<file path="config.mk">
export PLATFORM = sky130hd
export DESIGN_NAME = fetch_sequencer_flat
export DESIGN_NICKNAME = d
export VERILOG_FILES = /design/src/rtl/fetch_sequencer_pkg.sv /design/src/rtl/fetch_sequencer_if.sv /design/src/rtl/fetch_sequencer_next_pc.sv /design/src/rtl/fetch_sequencer.sv /design/src/flat_wrapper.sv
export SDC_FILE = /design/constraint.sdc
export NUM_CORES = 1
export LEC_CHECK = 0
export ABC_AREA = 1
export BUFFER_PORTS_ARGS = -buffer_cell sky130_fd_sc_hd__buf_2
export CORE_AREA = 5 5 149 136
export DETAILED_ROUTE_END_ITERATION = 16
export DIE_AREA = 0 0 154 141
export PLACE_DENSITY = 0.86
export SETUP_SLACK_MARGIN = 0.5
export SYNTH_ARGS = -nofsm -noshare
export SYNTH_HDL_FRONTEND = slang
export SYNTH_HIERARCHICAL = 1
export SYNTH_SLANG_ARGS = --single-unit
</file>
<file path="constraint.sdc">
create_clock -name clk_i -period 4.8 [get_ports clk_i]
set_input_delay 0.96 -clock clk_i [delete_from_list [all_inputs] [get_ports clk_i]]
set_output_delay 0.96 -clock clk_i [all_outputs]
set_load 0.01 [all_outputs]
</file>
<file path="src/rtl/fetch_sequencer_pkg.sv">
// rtl/fetch_sequencer_pkg.sv - shared FSM states, cause codes and vector defaults for the fetch sequencer
package fetch_sequencer_pkg;

   localparam int          XLEN_DEF         = 64;
   localparam logic [63:0] RESET_VECTOR_DEF = 64'hFFFF_FFFF_FFFF_FF00;
   localparam logic [63:0] TRAP_VECTOR_DEF  = 64'hFFFF_FFFF_FFFF_FE00;

   // ADDI x0,x0,0: a harmless word for decode to see before the first fetch lands
   localparam logic [31:0] NOP_INSN = 32'h0000_0013;

   localparam logic [1:0] CAUSE_NONE     = 2'd0;
   localparam logic [1:0] CAUSE_ILLEGAL  = 2'd1;
   localparam logic [1:0] CAUSE_BUS_ERR  = 2'd2;
   localparam logic [1:0] CAUSE_MISALIGN = 2'd3;

   typedef enum logic [1:0] {
      S_RESET = 2'd0,
      S_FETCH = 2'd1,
      S_EXEC  = 2'd2,
      S_TRAP  = 2'd3
   } seq_state_e;

endpackage

</file>
<file path="src/rtl/fetch_sequencer_if.sv">
// rtl/fetch_sequencer_if.sv - Wishbone-style instruction fetch port
interface fetch_sequencer_if #(
   parameter int XLEN = 64
) ();

   logic [XLEN-1:0] iadr_o;
   logic            icyc_o;
   logic            istb_o;
   logic            iack_i;
   logic            ierr_i;
   logic [31:0]     idat_i;

   // master is the sequencer, slave is the instruction memory
   modport master (
      output iadr_o, icyc_o, istb_o,
      input  iack_i, ierr_i, idat_i
   );

   modport slave (
      input  iadr_o, icyc_o, istb_o,
      output iack_i, ierr_i, idat_i
   );

endinterface

</file>
<file path="src/rtl/fetch_sequencer_next_pc.sv">
// rtl/fetch_sequencer_next_pc.sv - next-PC register, pc+4 adder, redirect bypass and alignment check
module fetch_sequencer_next_pc
   import fetch_sequencer_pkg::*;
#(
   parameter int              XLEN         = XLEN_DEF,
   parameter logic [XLEN-1:0] RESET_VECTOR = RESET_VECTOR_DEF,
   parameter logic [XLEN-1:0] TRAP_VECTOR  = TRAP_VECTOR_DEF
) (
   input  logic            clk_i,
   input  logic            reset_i,
   input  logic [XLEN-1:0] i_pc,
   input  logic [XLEN-1:0] i_pc_d,
   input  logic            i_pc_we,
   input  logic            i_seq_load,
   input  logic            i_redirect_we,
   input  logic            i_trap_load,
   output logic [XLEN-1:0] o_target,
   output logic            o_misaligned
);

   logic [XLEN-1:0] r_npc;
   logic [XLEN-1:0] w_pc_plus4;

   // wraps modulo 2^XLEN on purpose; running off the top of memory is not a trap
   assign w_pc_plus4 = i_pc + XLEN'(4);

   // a redirect on the completing cycle must reach the PC without waiting for r_npc
   assign o_target     = i_pc_we ? i_pc_d : r_npc;
   assign o_misaligned = |i_pc_d[1:0];

   // npc tracks where execution continues once the current instruction completes
   always_ff @(posedge clk_i or negedge reset_i) begin
      if (!reset_i) begin
         r_npc <= RESET_VECTOR + XLEN'(4);
      end else if (i_trap_load) begin
         r_npc <= TRAP_VECTOR + XLEN'(4);
      end else if (i_seq_load) begin
         r_npc <= w_pc_plus4;
      end else if (i_redirect_we) begin
         r_npc <= i_pc_d;
      end
   end

endmodule

</file>
<file path="src/rtl/fetch_sequencer.sv">
// rtl/fetch_sequencer.sv - instruction fetch and step sequencer feeding decode
module fetch_sequencer
   import fetch_sequencer_pkg::*;
#(
   parameter int              XLEN         = XLEN_DEF,
   parameter logic [XLEN-1:0] RESET_VECTOR = RESET_VECTOR_DEF,
   parameter logic [XLEN-1:0] TRAP_VECTOR  = TRAP_VECTOR_DEF
) (
   input  logic              clk_i,
   input  logic              reset_i,
   fetch_sequencer_if.master ibus,
   output logic [31:0]       ir_o,
   output logic [2:0]        state_o,
   output logic              exec_o,
   input  logic [2:0]        nstate_i,
   input  logic              defined_i,
   input  logic              pc_we_i,
   input  logic [XLEN-1:0]   pc_d_i,
   output logic [XLEN-1:0]   pc_o,
   output logic              trap_o,
   output logic [1:0]        cause_o
);

   seq_state_e      r_fsm;
   seq_state_e      w_fsm_nxt;
   logic [XLEN-1:0] r_pc;
   logic [31:0]     r_ir;
   logic [2:0]      r_state;
   logic [1:0]      r_cause;

   logic            w_take_trap;
   logic [1:0]      w_trap_cause;
   logic            w_ir_load;
   logic            w_pc_load;
   logic [XLEN-1:0] w_pc_nxt;
   logic [2:0]      w_state_nxt;
   logic            w_npc_we;
   logic            w_in_trap;
   logic [XLEN-1:0] w_target;
   logic            w_misaligned;

   assign w_in_trap = (r_fsm == S_TRAP);

   fetch_sequencer_next_pc #(
      .XLEN         (XLEN),
      .RESET_VECTOR (RESET_VECTOR),
      .TRAP_VECTOR  (TRAP_VECTOR)
   ) u_next_pc (
      .clk_i         (clk_i),
      .reset_i       (reset_i),
      .i_pc          (r_pc),
      .i_pc_d        (pc_d_i),
      .i_pc_we       (pc_we_i),
      .i_seq_load    (w_ir_load),
      .i_redirect_we (w_npc_we),
      .i_trap_load   (w_in_trap),
      .o_target      (w_target),
      .o_misaligned  (w_misaligned)
   );

   // state register; reset drops the bus cycle asynchronously via the decoded outputs
   always_ff @(posedge clk_i or negedge reset_i) begin
      if (!reset_i) r_fsm <= S_RESET;
      else          r_fsm <= w_fsm_nxt;
   end

   // next-state and datapath controls; illegal beats misaligned beats completion in EXEC
   always_comb begin
      w_fsm_nxt    = r_fsm;
      w_take_trap  = 1'b0;
      w_trap_cause = CAUSE_NONE;
      w_ir_load    = 1'b0;
      w_pc_load    = 1'b0;
      w_pc_nxt     = r_pc;
      w_state_nxt  = r_state;
      w_npc_we     = 1'b0;
      case (r_fsm)
         S_RESET: w_fsm_nxt = S_FETCH;
         S_FETCH: begin
            if (ibus.ierr_i) begin
               w_take_trap  = 1'b1;
               w_trap_cause = CAUSE_BUS_ERR;
            end else if (ibus.iack_i) begin
               w_ir_load   = 1'b1;
               w_state_nxt = 3'd0;
               w_fsm_nxt   = S_EXEC;
            end
         end
         S_EXEC: begin
            w_state_nxt = nstate_i;
            if (!defined_i) begin
               w_take_trap  = 1'b1;
               w_trap_cause = CAUSE_ILLEGAL;
            end else if (pc_we_i && w_misaligned) begin
               w_take_trap  = 1'b1;
               w_trap_cause = CAUSE_MISALIGN;
            end else begin
               w_npc_we = pc_we_i;
               // decode signals completion by holding its step
               if (nstate_i == r_state) begin
                  w_pc_load = 1'b1;
                  w_pc_nxt  = w_target;
                  w_fsm_nxt = S_FETCH;
               end
            end
         end
         S_TRAP: begin
            w_pc_load   = 1'b1;
            w_pc_nxt    = TRAP_VECTOR;
            w_state_nxt = 3'd0;
            w_fsm_nxt   = S_FETCH;
         end
         default: w_fsm_nxt = S_RESET;
      endcase
      if (w_take_trap) w_fsm_nxt = S_TRAP;
   end

   // PC, IR, step and cause registers; cause is sticky until the next trap
   always_ff @(posedge clk_i or negedge reset_i) begin
      if (!reset_i) begin
         r_pc    <= RESET_VECTOR;
         r_ir    <= NOP_INSN;
         r_state <= 3'd0;
         r_cause <= CAUSE_NONE;
      end else begin
         if (w_pc_load)   r_pc    <= w_pc_nxt;
         if (w_ir_load)   r_ir    <= ibus.idat_i;
         r_state <= w_state_nxt;
         if (w_take_trap) r_cause <= w_trap_cause;
      end
   end

   assign ibus.icyc_o = (r_fsm == S_FETCH);
   assign ibus.istb_o = (r_fsm == S_FETCH);
   assign ibus.iadr_o = r_pc;
   assign exec_o      = (r_fsm == S_EXEC);
   assign trap_o      = w_in_trap;
   assign ir_o        = r_ir;
   assign state_o     = r_state;
   assign pc_o        = r_pc;
   assign cause_o     = r_cause;

endmodule

</file>
<file path="src/flat_wrapper.sv">
// flat-port wrapper written by rule: the top's interface ports become plain ports
module fetch_sequencer_flat import fetch_sequencer_pkg::*;
#(
   parameter int              XLEN         = XLEN_DEF,
   parameter logic [XLEN-1:0] RESET_VECTOR = RESET_VECTOR_DEF,
   parameter logic [XLEN-1:0] TRAP_VECTOR  = TRAP_VECTOR_DEF
)
  (clk_i, reset_i, ir_o, state_o, exec_o, nstate_i, defined_i, pc_we_i, pc_d_i, pc_o, trap_o, cause_o, ibus_iadr_o, ibus_icyc_o, ibus_istb_o, ibus_iack_i, ibus_ierr_i, ibus_idat_i);
  fetch_sequencer_if #(.XLEN(XLEN)) ibus_i ();
  input  logic clk_i;
  input  logic reset_i;
  output logic [31:0] ir_o;
  output logic [2:0] state_o;
  output logic exec_o;
  input  logic [2:0] nstate_i;
  input  logic defined_i;
  input  logic pc_we_i;
  input  logic [XLEN-1:0] pc_d_i;
  output logic [XLEN-1:0] pc_o;
  output logic trap_o;
  output logic [1:0] cause_o;
  output wire logic [$bits(ibus_i.iadr_o)-1:0] ibus_iadr_o;
  output wire logic [$bits(ibus_i.icyc_o)-1:0] ibus_icyc_o;
  output wire logic [$bits(ibus_i.istb_o)-1:0] ibus_istb_o;
  input wire logic [$bits(ibus_i.iack_i)-1:0] ibus_iack_i;
  input wire logic [$bits(ibus_i.ierr_i)-1:0] ibus_ierr_i;
  input wire logic [$bits(ibus_i.idat_i)-1:0] ibus_idat_i;
  assign ibus_iadr_o = ibus_i.iadr_o;
  assign ibus_icyc_o = ibus_i.icyc_o;
  assign ibus_istb_o = ibus_i.istb_o;
  assign ibus_i.iack_i = ibus_iack_i;
  assign ibus_i.ierr_i = ibus_ierr_i;
  assign ibus_i.idat_i = ibus_idat_i;
  fetch_sequencer #(.XLEN(XLEN), .RESET_VECTOR(RESET_VECTOR), .TRAP_VECTOR(TRAP_VECTOR)) u_core (.clk_i(clk_i), .reset_i(reset_i), .ibus(ibus_i), .ir_o(ir_o), .state_o(state_o), .exec_o(exec_o), .nstate_i(nstate_i), .defined_i(defined_i), .pc_we_i(pc_we_i), .pc_d_i(pc_d_i), .pc_o(pc_o), .trap_o(trap_o), .cause_o(cause_o));
endmodule
</file>
==> results of run 1 <==
==> state kept, by name, summed over array words and instances (netlist names) <==
signal / flops
u_core/u_next_pc/r_npc: 64
u_core/cause_o: 2
u_core/ir_o: 32
u_core/r_fsm: 2
u_core/ibus.iadr_o: 64
u_core/state_o: 3
==> cells by family (layout without fill, tap and decap cells) <==
family,count (synthesis),after routing,share of synthesized area
muxes,39,39,0.0410
xor gates and xnor gates,26,26,0.0213
DFF,167,167,0.404
adders and majority gates,6,6,0.00701
AOI/OAI and AO/OA,242,242,0.144
buffers and inverters,207,393,0.107
other,0,2,0
and+or+nand+nor,718,718,0.276
==> cell type report <==
type	count	area, um^2	area share
Multi-Input combinational cell	1031	5240	0.430
Antenna cell	2	5.00	0.000411
Inverter	80	300	0.0246
Tap cell	250	313	0.0257
Clock inverter	13	121	0.00995
Sequential cell	167	4320	0.355
Timing Repair Buffer	281	1430	0.118
Clock buffer	19	453	0.0372
==> path summary, 6_finish.rpt <==
path	from	to	cells past startpoint
setup reg to reg	u_core/r_fsm[1]	u_core/u_next_pc/r_npc[37]	10
setup / recovery	u_core/r_fsm[1]	u_core/u_next_pc/r_npc[37]	10
hold reg to reg	u_core/ir_o[4]	u_core/ir_o[4]	2
hold / removal	u_core/ir_o[4]	u_core/ir_o[4]	2
min in group asynchronous	reset_i	u_core/ibus.iadr_o[5]	1
max in group asynchronous	reset_i	u_core/u_next_pc/r_npc[33]	2
==> where the power goes <==
group	internal, uW	switching (uW)	leakage, uW	total, uW
combinational	1430	2410	0.00360	3830
sequential	2390	724	0.00187	3110
clock	747	593	0.000280	1340
==> metrics by stage <==
step	cell area [um^2]	power, uW	worst slack [ns]
2_1_floorplan	10700	6020	2.24
3_3_place_gp	11600	6780	1.25
3_5_place_dp	11600	6930	1.08
4_1_cts	12200	8300	1.38
5_1_grt	12200	8870	1.04
6_report	12200	8280	1.27
==> worst register-to-register path, delay by kind of cell, from the launching register on <==
family	cells	cell delay, ns
compound gates	1	0.06
fa+ha+maj	1	0.26
buf+inv	5	1.64
flops	1	0.40
simple gates	3	1.09
==> layout by cell type (no fill, tap or decap), types with 36 or more instances in the layout <==
master   instances
a21oi_1         96
buf_2          272
dfrtp_1         51
dfstp_2        116
inv_1           76
mux2_2          39
nand2_1        425
nand3_1         36
nor2_1         208
o21ai_0         45
o21ai_2         64
==> per-layer routing <==
metal / vias up / GRT usage / part of all wire
li1: 4790 / - / -
met1: 4630 / 0.363 / 0.41
met2: 511 / 0.468 / 0.47
met3: 51 / 0.0635 / 0.10
met4: 0 / 0.0804 / 0.020
met5: - / 0 / 0
==> impl_metrics.toml, run 1 <==
[die]
die_h_um = 141
die_x_um = 154
rows = 48
die-area_um2 = 21700
io_pins = 274
start_util = 0.571
core_um2 = 18700

[timing]
finalSetupTns_ns = 0
timing.fmax_mhz = 283
whs_ns = 0.473
rsz0062_at_grt = "no"
finalSetupViolCount = 0
finalCritPeriodShare = 0.735
worstMarginPinSlew_ns = 1.20
fin_worst_skew_ns = 0.0112
drv_slew = 0
slew_headroom = 0.200
fin_crit_ns = 3.53
finalHoldViolations = 0

[critical_path]
crit_chain = "inv_1 > ha_1 > nand3_1 > buf_4 > inv_2 > nor3_4 > inv_1 > buf_4 > nor2_1 > a21oi_1"
crit_slowest_cell = "nor3_4"
cp.arrival_ns = 3.88
r2r_slack_ns = 1.27
start_kind = "flip-flop"
crit_path_max_incr_delay_ns = 0.81
critical-path-top-delay-family = "buffers and inverters"
critical_path_class = "flip-flop to flip-flop"
cp-end-kind = "flip-flop"
crit_required_ns = 5.15
critical_path_buf_inv_count = 5
path_max_fanout = 38

[routing]
drt_iter0_markers = 858
drt-wirelength-per-cell_um = 16.8
ant_nets = 0
via_count = 9982
wirelength_um = 31000
drtPass1Iterations = 5
vias_per_cell = 5.42
drc = 0

[finish]
synthToLayoutAreaGrowth_pct = 13.9
final_cells = 1843
final_util = 0.651
fin_nets = 1689
fill_cells = 1578
drive_gt1_frac = 0.360

[logic_synthesis]
synth_area_um2 = 10700
netlist_top_cells_area = "dfstp_2, nand2_1, dfrtp_1"
synth-seq-cells = 167
yosysSeqAreaShare = 0.404
synth.avg_cell_area_um2 = 7.62
yosys-top-cells-count = "nand2_1, nor2_1, dfstp_2"
synth.distinct_cells = 35
synth.most_common_cell = "nand2_1"
syn_inst = 1405
yosysTopAreaCellShare = 0.285
synth_fp_nets = 1516
yosys_most_used_dff = "dfstp_2"
synth_top_area_cell = "dfstp_2"
async_flop_share = 1.00
synth_edf_count = 0
yosys_warnings = 6

[clocking]
clock_latency_ns = 0.43
clkTransAtPathRegs_ns = 0.07
post_cts_buffers = 0
cts_max_level = 4
root_buffer = "clkbuf_16"
cts.repair.resized = 0
cts.sinks = 167
cts_tree = "done"
hold_buffers = 0
numCtsBuffers = 17
cts_max_path_buffers = 2

[power_and_ir_drop]
p_per_area_nw_per_um2 = 679
ir_worst_vdd_mv = 0.654
leakage_uw = 0.00575

[global_route]
grt_pass1_wl_um = 49400
grt_pass1_vias = 9625
grt_usage = 0.279
antenna_found_initial = 0
grt_start_max_net_pins = 103
overflow = 0

[worst_hold_path]
hold_path.class = "flip-flop to flip-flop"

[placed_design]
dp_cells = 1809
gp_congestion = 0.945
io_buffers = 273
hpwl_um = 22400

[flow_run]
maxCapViolCount = 0

[status]
status = "complete, no violations"
No activity file was read; power rests on OpenSTA's default activity.
==> inputs of run 2 (changes only) <==
Settings changed: CORE_AREA 5 5 149 136 to 5 5 155 142, DIE_AREA 0 0 154 141 to 0 0 160 147, PLACE_DENSITY 0.86 to 0.8.
Clock period 4.8 ns to 3.5 ns, I/O delays scaled along.
==> impl_metrics.toml, run 2 (synthesized netlist as in run 1, its figures left out) <==
[timing]
drv_slew = 0
slew_headroom = 0.337
finalSetupTns_ns = 0
fin_crit_ns = 2.84
finalHoldViolations = 0
timing.fmax_mhz = 352
worstMarginPinSlew_ns = 0.995
fin_worst_skew_ns = 0.0117
finalCritPeriodShare = 0.811
finalSetupViolCount = 0
rsz0062_at_grt = "no"

[finish]
final_common_cell = "nand2_1"
synthToLayoutAreaGrowth_pct = 15.6
fin_nets = 1697
layout.cells.most_common_list = "nand2_1, buf_2, nor2_1, dfstp_2, a21oi_1"
drive_gt1_frac = 0.361
diodes = 0
final_cells = 1859

[routing]
drt_iter0_markers = 643
drt-wirelength-per-cell_um = 17.1
drtPass1Iterations = 5
drc = 0
ant_nets = 0
via_count = 9911
vias_per_cell = 5.33
wirelength_um = 31700

[critical_path]
cp.arrival_ns = 3.18
crit_path_start = "u_core/r_fsm[0]"
critPathMostFrequentCell = "nand2_1"
r2r-start = "u_core/r_fsm[0]"
start_kind = "flip-flop"
crit_end = "u_core/ibus.iadr_o[50]"
path_depth = 8
critical_path_class = "flip-flop to flip-flop"
critical-path-top-delay-family = "buffers and inverters"
path_max_fanout = 128
crit_path_max_incr_delay_ns = 0.55
crit_chain = "ha_2 > buf_4 > clkinv_1 > nand2_1 > nand2_4 > buf_12 > nand2_1 > o21ai_2"
crit_slowest_cell = "buf_4"
cp-end-kind = "flip-flop"
r2r_slack_ns = 0.66
critical_path_buf_inv_count = 3
crit_required_ns = 3.84
ff2ff_path_depth = 8
r2r_end = "u_core/ibus.iadr_o[50]"

[flow_run]
maxCapViolCount = 0

[clocking]
cts.sinks = 167
clkTransAtPathRegs_ns = 0.07
clock_latency_ns = 0.43
cts_tree = "done"
cts_max_level = 4
cts_max_path_buffers = 2
root_buffer = "clkbuf_16"
hold_buffers = 0
numCtsBuffers = 17

[global_route]
grt_pass1_vias = 9668
grt_usage = 0.268
antenna_found_initial = 7
grt_start_max_net_pins = 129
grt_pass1_wl_um = 51300
overflow = 0

[power_and_ir_drop]
p_per_area_nw_per_um2 = 948
sequentialPowerShare = 0.365
leakage_uw = 0.00584
ir_worst_vdd_mv = 0.749
internal_power_uw = 6620
power_frac_comb = 0.458
switching_share = 0.436
p_switching_uw = 5120
power_frac_clock = 0.177

[die]
io_pins = 274
die-area_um2 = 23500
start_util = 0.527
core_um2 = 20300
die_h_um = 147
rows = 50
die_x_um = 160

[placed_design]
gp_congestion = 0.926
hpwl_um = 23100
io_buffers = 273
dp_cells = 1823

[worst_hold_path]
hold_path.class = "input pin to asynchronous set/reset pin"

[status]
status = "complete, no violations"
## run 2: metal layers
layer,routed length [um],track usage,share of wire,up-vias
met5,80,0,0.0025,-
met4,571,0.0688,0.018,12
met3,2550,0.0701,0.080,44
met2,15000,0.450,0.47,376
met1,13500,0.348,0.43,4671
li1,-,-,-,4808
## run 2: final cells by class
type / instances / area (um^2)
clock buffer: 20 / 447
clock inverter: 12 / 198
fill: 1846 / 7950
inverter: 80 / 303
multi-input combinational: 1031 / 5240
sequential: 167 / 4320
tap: 260 / 325
timing repair buffer: 289 / 1540
## run 2: metrics by stage
step	power, uW	hold slack (ns)	setup slack [ns]	util	area (um^2)
floorplan	8260	0.404	1.14	-	10700
global placement	9400	0.455	0.690	0.575	11700
detailed placement	9590	0.464	0.635	0.575	11700
CTS	11700	0.340	0.715	0.607	12300
global route	12600	0.387	0.583	0.609	12400
finish	11700	0.343	0.660	0.609	12400
## run 2: repair_timing
item	4_1_cts	5_1_grt
resized for setup	0	2
setup endpoints to repair	0	17
buffers inserted	0	4
## run 2: power groups by stage
stage / clock, uW / sequential, uW / combinational [uW]
global placement: 0 / 4270 / 5140
CTS: 2120 / 4280 / 5330
finish: 2080 / 4290 / 5370
global route: 2200 / 4440 / 5950
detailed placement: 0 / 4280 / 5310
floorplan: 0 / 4240 / 4020
## run 2: how the worst min path moves through the flow
stage	startpoint	endpoint	slack (ns)	cells past startpoint
finish	reset_i	u_core/ir_o[11]	0.34	1
global route	reset_i	u_core/ir_o[28]	0.39	1
CTS	reset_i	u_core/ir_o[13]	0.34	1
detailed placement	u_core/ir_o[12]	u_core/ir_o[12]	0.46	2
global placement	u_core/cause_o[0]	u_core/cause_o[0]	0.45	2
floorplan	reset_i	u_core/cause_o[0]	0.40	0
==> inputs of run 3 (changes only) <==
Settings changed: ABC_AREA 1 to 0, CORE_AREA 5 5 155 142 to 5 5 153 140, DIE_AREA 0 0 160 147 to 0 0 158 145, PLACE_DENSITY 0.8 to 0.81.
Clock period 3.5 ns to 2.9 ns, I/O delays scaled along.
==> impl_metrics.toml, run 3 <==
[critical_path]
start_kind = "flip-flop"
cp.arrival_ns = 2.69
r2r_end = "u_core/u_next_pc/r_npc[37]"
crit_path_max_incr_delay_ns = 0.61
r2r_slack_ns = 0.56
crit_slowest_cell = "dfstp_2"
cp-end-kind = "flip-flop"
critical_path_class = "flip-flop to flip-flop"
critPathMostFrequentCell = "nand4_1"
crit_required_ns = 3.25
r2r-start = "u_core/ibus.iadr_o[17]"
path_max_fanout = 8
ff2ff_path_depth = 5
crit_chain = "nand4_1 > nor2_2 > nand4_1 > or4_1 > a32oi_1"

[finish]
fill_cells = 1618
layout.cells.most_common_list = "buf_2, nand2_1, dfstp_2, mux2i_1, nor2_1"
fin_nets = 1388
final_common_cell = "buf_2"
drive_gt1_frac = 0.430
fin_area_um2 = 12300
final_cells = 1545
synthToLayoutAreaGrowth_pct = 18.4
diodes = 0

[logic_synthesis]
yosys_warnings = 6
netlist_top_cells_area = "dfstp_2, dfrtp_1, mux2i_1"
syn_inst = 1079
yosysSeqAreaShare = 0.415
yosys-top-cells-count = "nand2_1, dfstp_2, mux2i_1"
synth.avg_cell_area_um2 = 9.65
synth.most_common_cell = "nand2_1"
synth_edf_count = 0
synth.distinct_cells = 57
synth_top_area_cell = "dfstp_2"
synth-seq-cells = 167
yosys_most_used_dff = "dfstp_2"
synth_area_um2 = 10400
synth_fp_nets = 1190
async_flop_share = 1.00
yosysTopAreaCellShare = 0.293

[timing]
slew_headroom = 0.533
whs_ns = 0.0971
fin_crit_ns = 2.34
rsz0062_at_grt = "yes"
timing.fmax_mhz = 427
finalSetupViolCount = 0
finalHoldViolations = 0
drv_slew = 0
fin_worst_skew_ns = 0.0105
finalSetupTns_ns = 0
finalCritPeriodShare = 0.807
timing.final.ws_setup_ns = 0.559
worstMarginPinSlew_ns = 0.695

[global_route]
overflow = 0
antenna_found_initial = 0
grt_usage = 0.256
grt_pass1_vias = 8893
grt_start_max_net_pins = 60
grt_pass1_wl_um = 47600

[die]
die_h_um = 145
core_um2 = 19700
start_util = 0.529
rows = 49
die_x_um = 158
io_pins = 274
die-area_um2 = 22900

[power_and_ir_drop]
leakage_uw = 0.00559
ir_worst_vdd_mv = 0.566
p_per_area_nw_per_um2 = 1000

[clocking]
hold_buffers = 0
cts_tree = "done"
root_buffer = "clkbuf_16"
cts_max_level = 4
clkTransAtPathRegs_ns = 0.07
numCtsBuffers = 17
cts_max_path_buffers = 2
clock_latency_ns = 0.43
cts.sinks = 167

[flow_run]
maxCapViolCount = 0

[routing]
ant_nets = 0
drt_iter0_markers = 758
via_count = 8947
drtPass1Iterations = 5
vias_per_cell = 5.79
drt-wirelength-per-cell_um = 19.4
wirelength_um = 30000
drc = 0

[placed_design]
place_area_um2 = 11600
hpwl_um = 20600
gp_congestion = 0.814
pre_cts_slack_ns = 0.389
io_buffers = 273
dp_cells = 1504

[status]
status = "complete, no violations"

[worst_hold_path]
hold_path.class = "input pin to asynchronous set/reset pin"
## run 3: cell count changes after synthesis, moves of 16 or more
cell      delta
nor2_1     -123
nand2_1    -295
and3_1      +16
nor2b_1     +19
a211oi_1    +43
mux2i_1    +114
and4_1      +31
mux2_2      +31
nand3_1     -18
o21ai_2     -64
o21ai_0     -38
a21oi_1     -81
## run 3: layout make-up
cell class	count	area, um^2	share of cell area
inverters	65	246	0.0200
multi-input cells	721	5160	0.419
well taps	255	319	0.0259
repair buffers	305	1710	0.139
clock buffers	17	425	0.0345
flip-flops and latches	167	4320	0.351
clock inverters	15	145	0.0118
## run 3: per-layer routing
layer / wire, um / vias to the layer above / track usage / part of all wire
li1: - / 4109 / - / -
met1: 12500 / 4419 / 0.355 / 0.41
met2: 14800 / 368 / 0.411 / 0.49
met3: 2120 / 51 / 0.0471 / 0.071
met4: 620 / 0 / 0.0738 / 0.021
met5: 0 / - / 0 / 0
## run 3: what timing repair did
item | in CTS | in global routing
buffers inserted | 3 | 5
pin swaps | 2 | 3
cloned | 0 | 1
setup endpoints to repair | 5 | 27
gates resized for setup | 1 | 11
## run 3: stage by stage
stage	power, uW	util
after floorplan	8330	-
after global placement	9820	0.591
after detailed placement	10000	0.591
after CTS	12300	0.621
after global routing	13100	0.627
final	12400	0.627
## run 3: cell families after synthesis
group | after synthesis | synth area share
adders and majority gates | 6 | 0.00721
xor gates and xnor gates | 29 | 0.0244
and+or+nand+nor | 388 | 0.188
DFF | 167 | 0.415
muxes | 189 | 0.192
buffers and inverters | 191 | 0.0967
AOI/OAI and AO/OA | 109 | 0.0759
## run 3: worst max-delay path by stage
stage,startpoint,endpoint,slack (ns),cells past startpoint
3_3_place_gp,u_core/ibus.iadr_o[3],u_core/u_next_pc/r_npc[62],0.52,6
3_5_place_dp,u_core/ibus.iadr_o[2],u_core/u_next_pc/r_npc[62],0.39,6
5_1_grt,u_core/ibus.iadr_o[17],u_core/u_next_pc/r_npc[37],0.46,5
6_report,u_core/ibus.iadr_o[17],u_core/u_next_pc/r_npc[37],0.56,5
4_1_cts,u_core/ibus.iadr_o[17],u_core/u_next_pc/r_npc[43],0.50,5
2_1_floorplan,u_core/r_fsm[0],u_core/u_next_pc/r_npc[8],0.56,9
## run 3: worst max-delay path, delay by kind of cell, from the launching register on
| kind | cells | cell delay [ns] |
|---|---|---|
| compound gates | 1 | 0.24 |
| simple gates | 4 | 1.40 |
| flops | 1 | 0.61 |
## run 3: where the power goes
part	switching, uW	internal (uW)	leakage [uW]
registers	1010	3660	0.00187
logic	3140	2320	0.00344
clock network	1040	1200	0.000277
total	5190	7180	0.00559
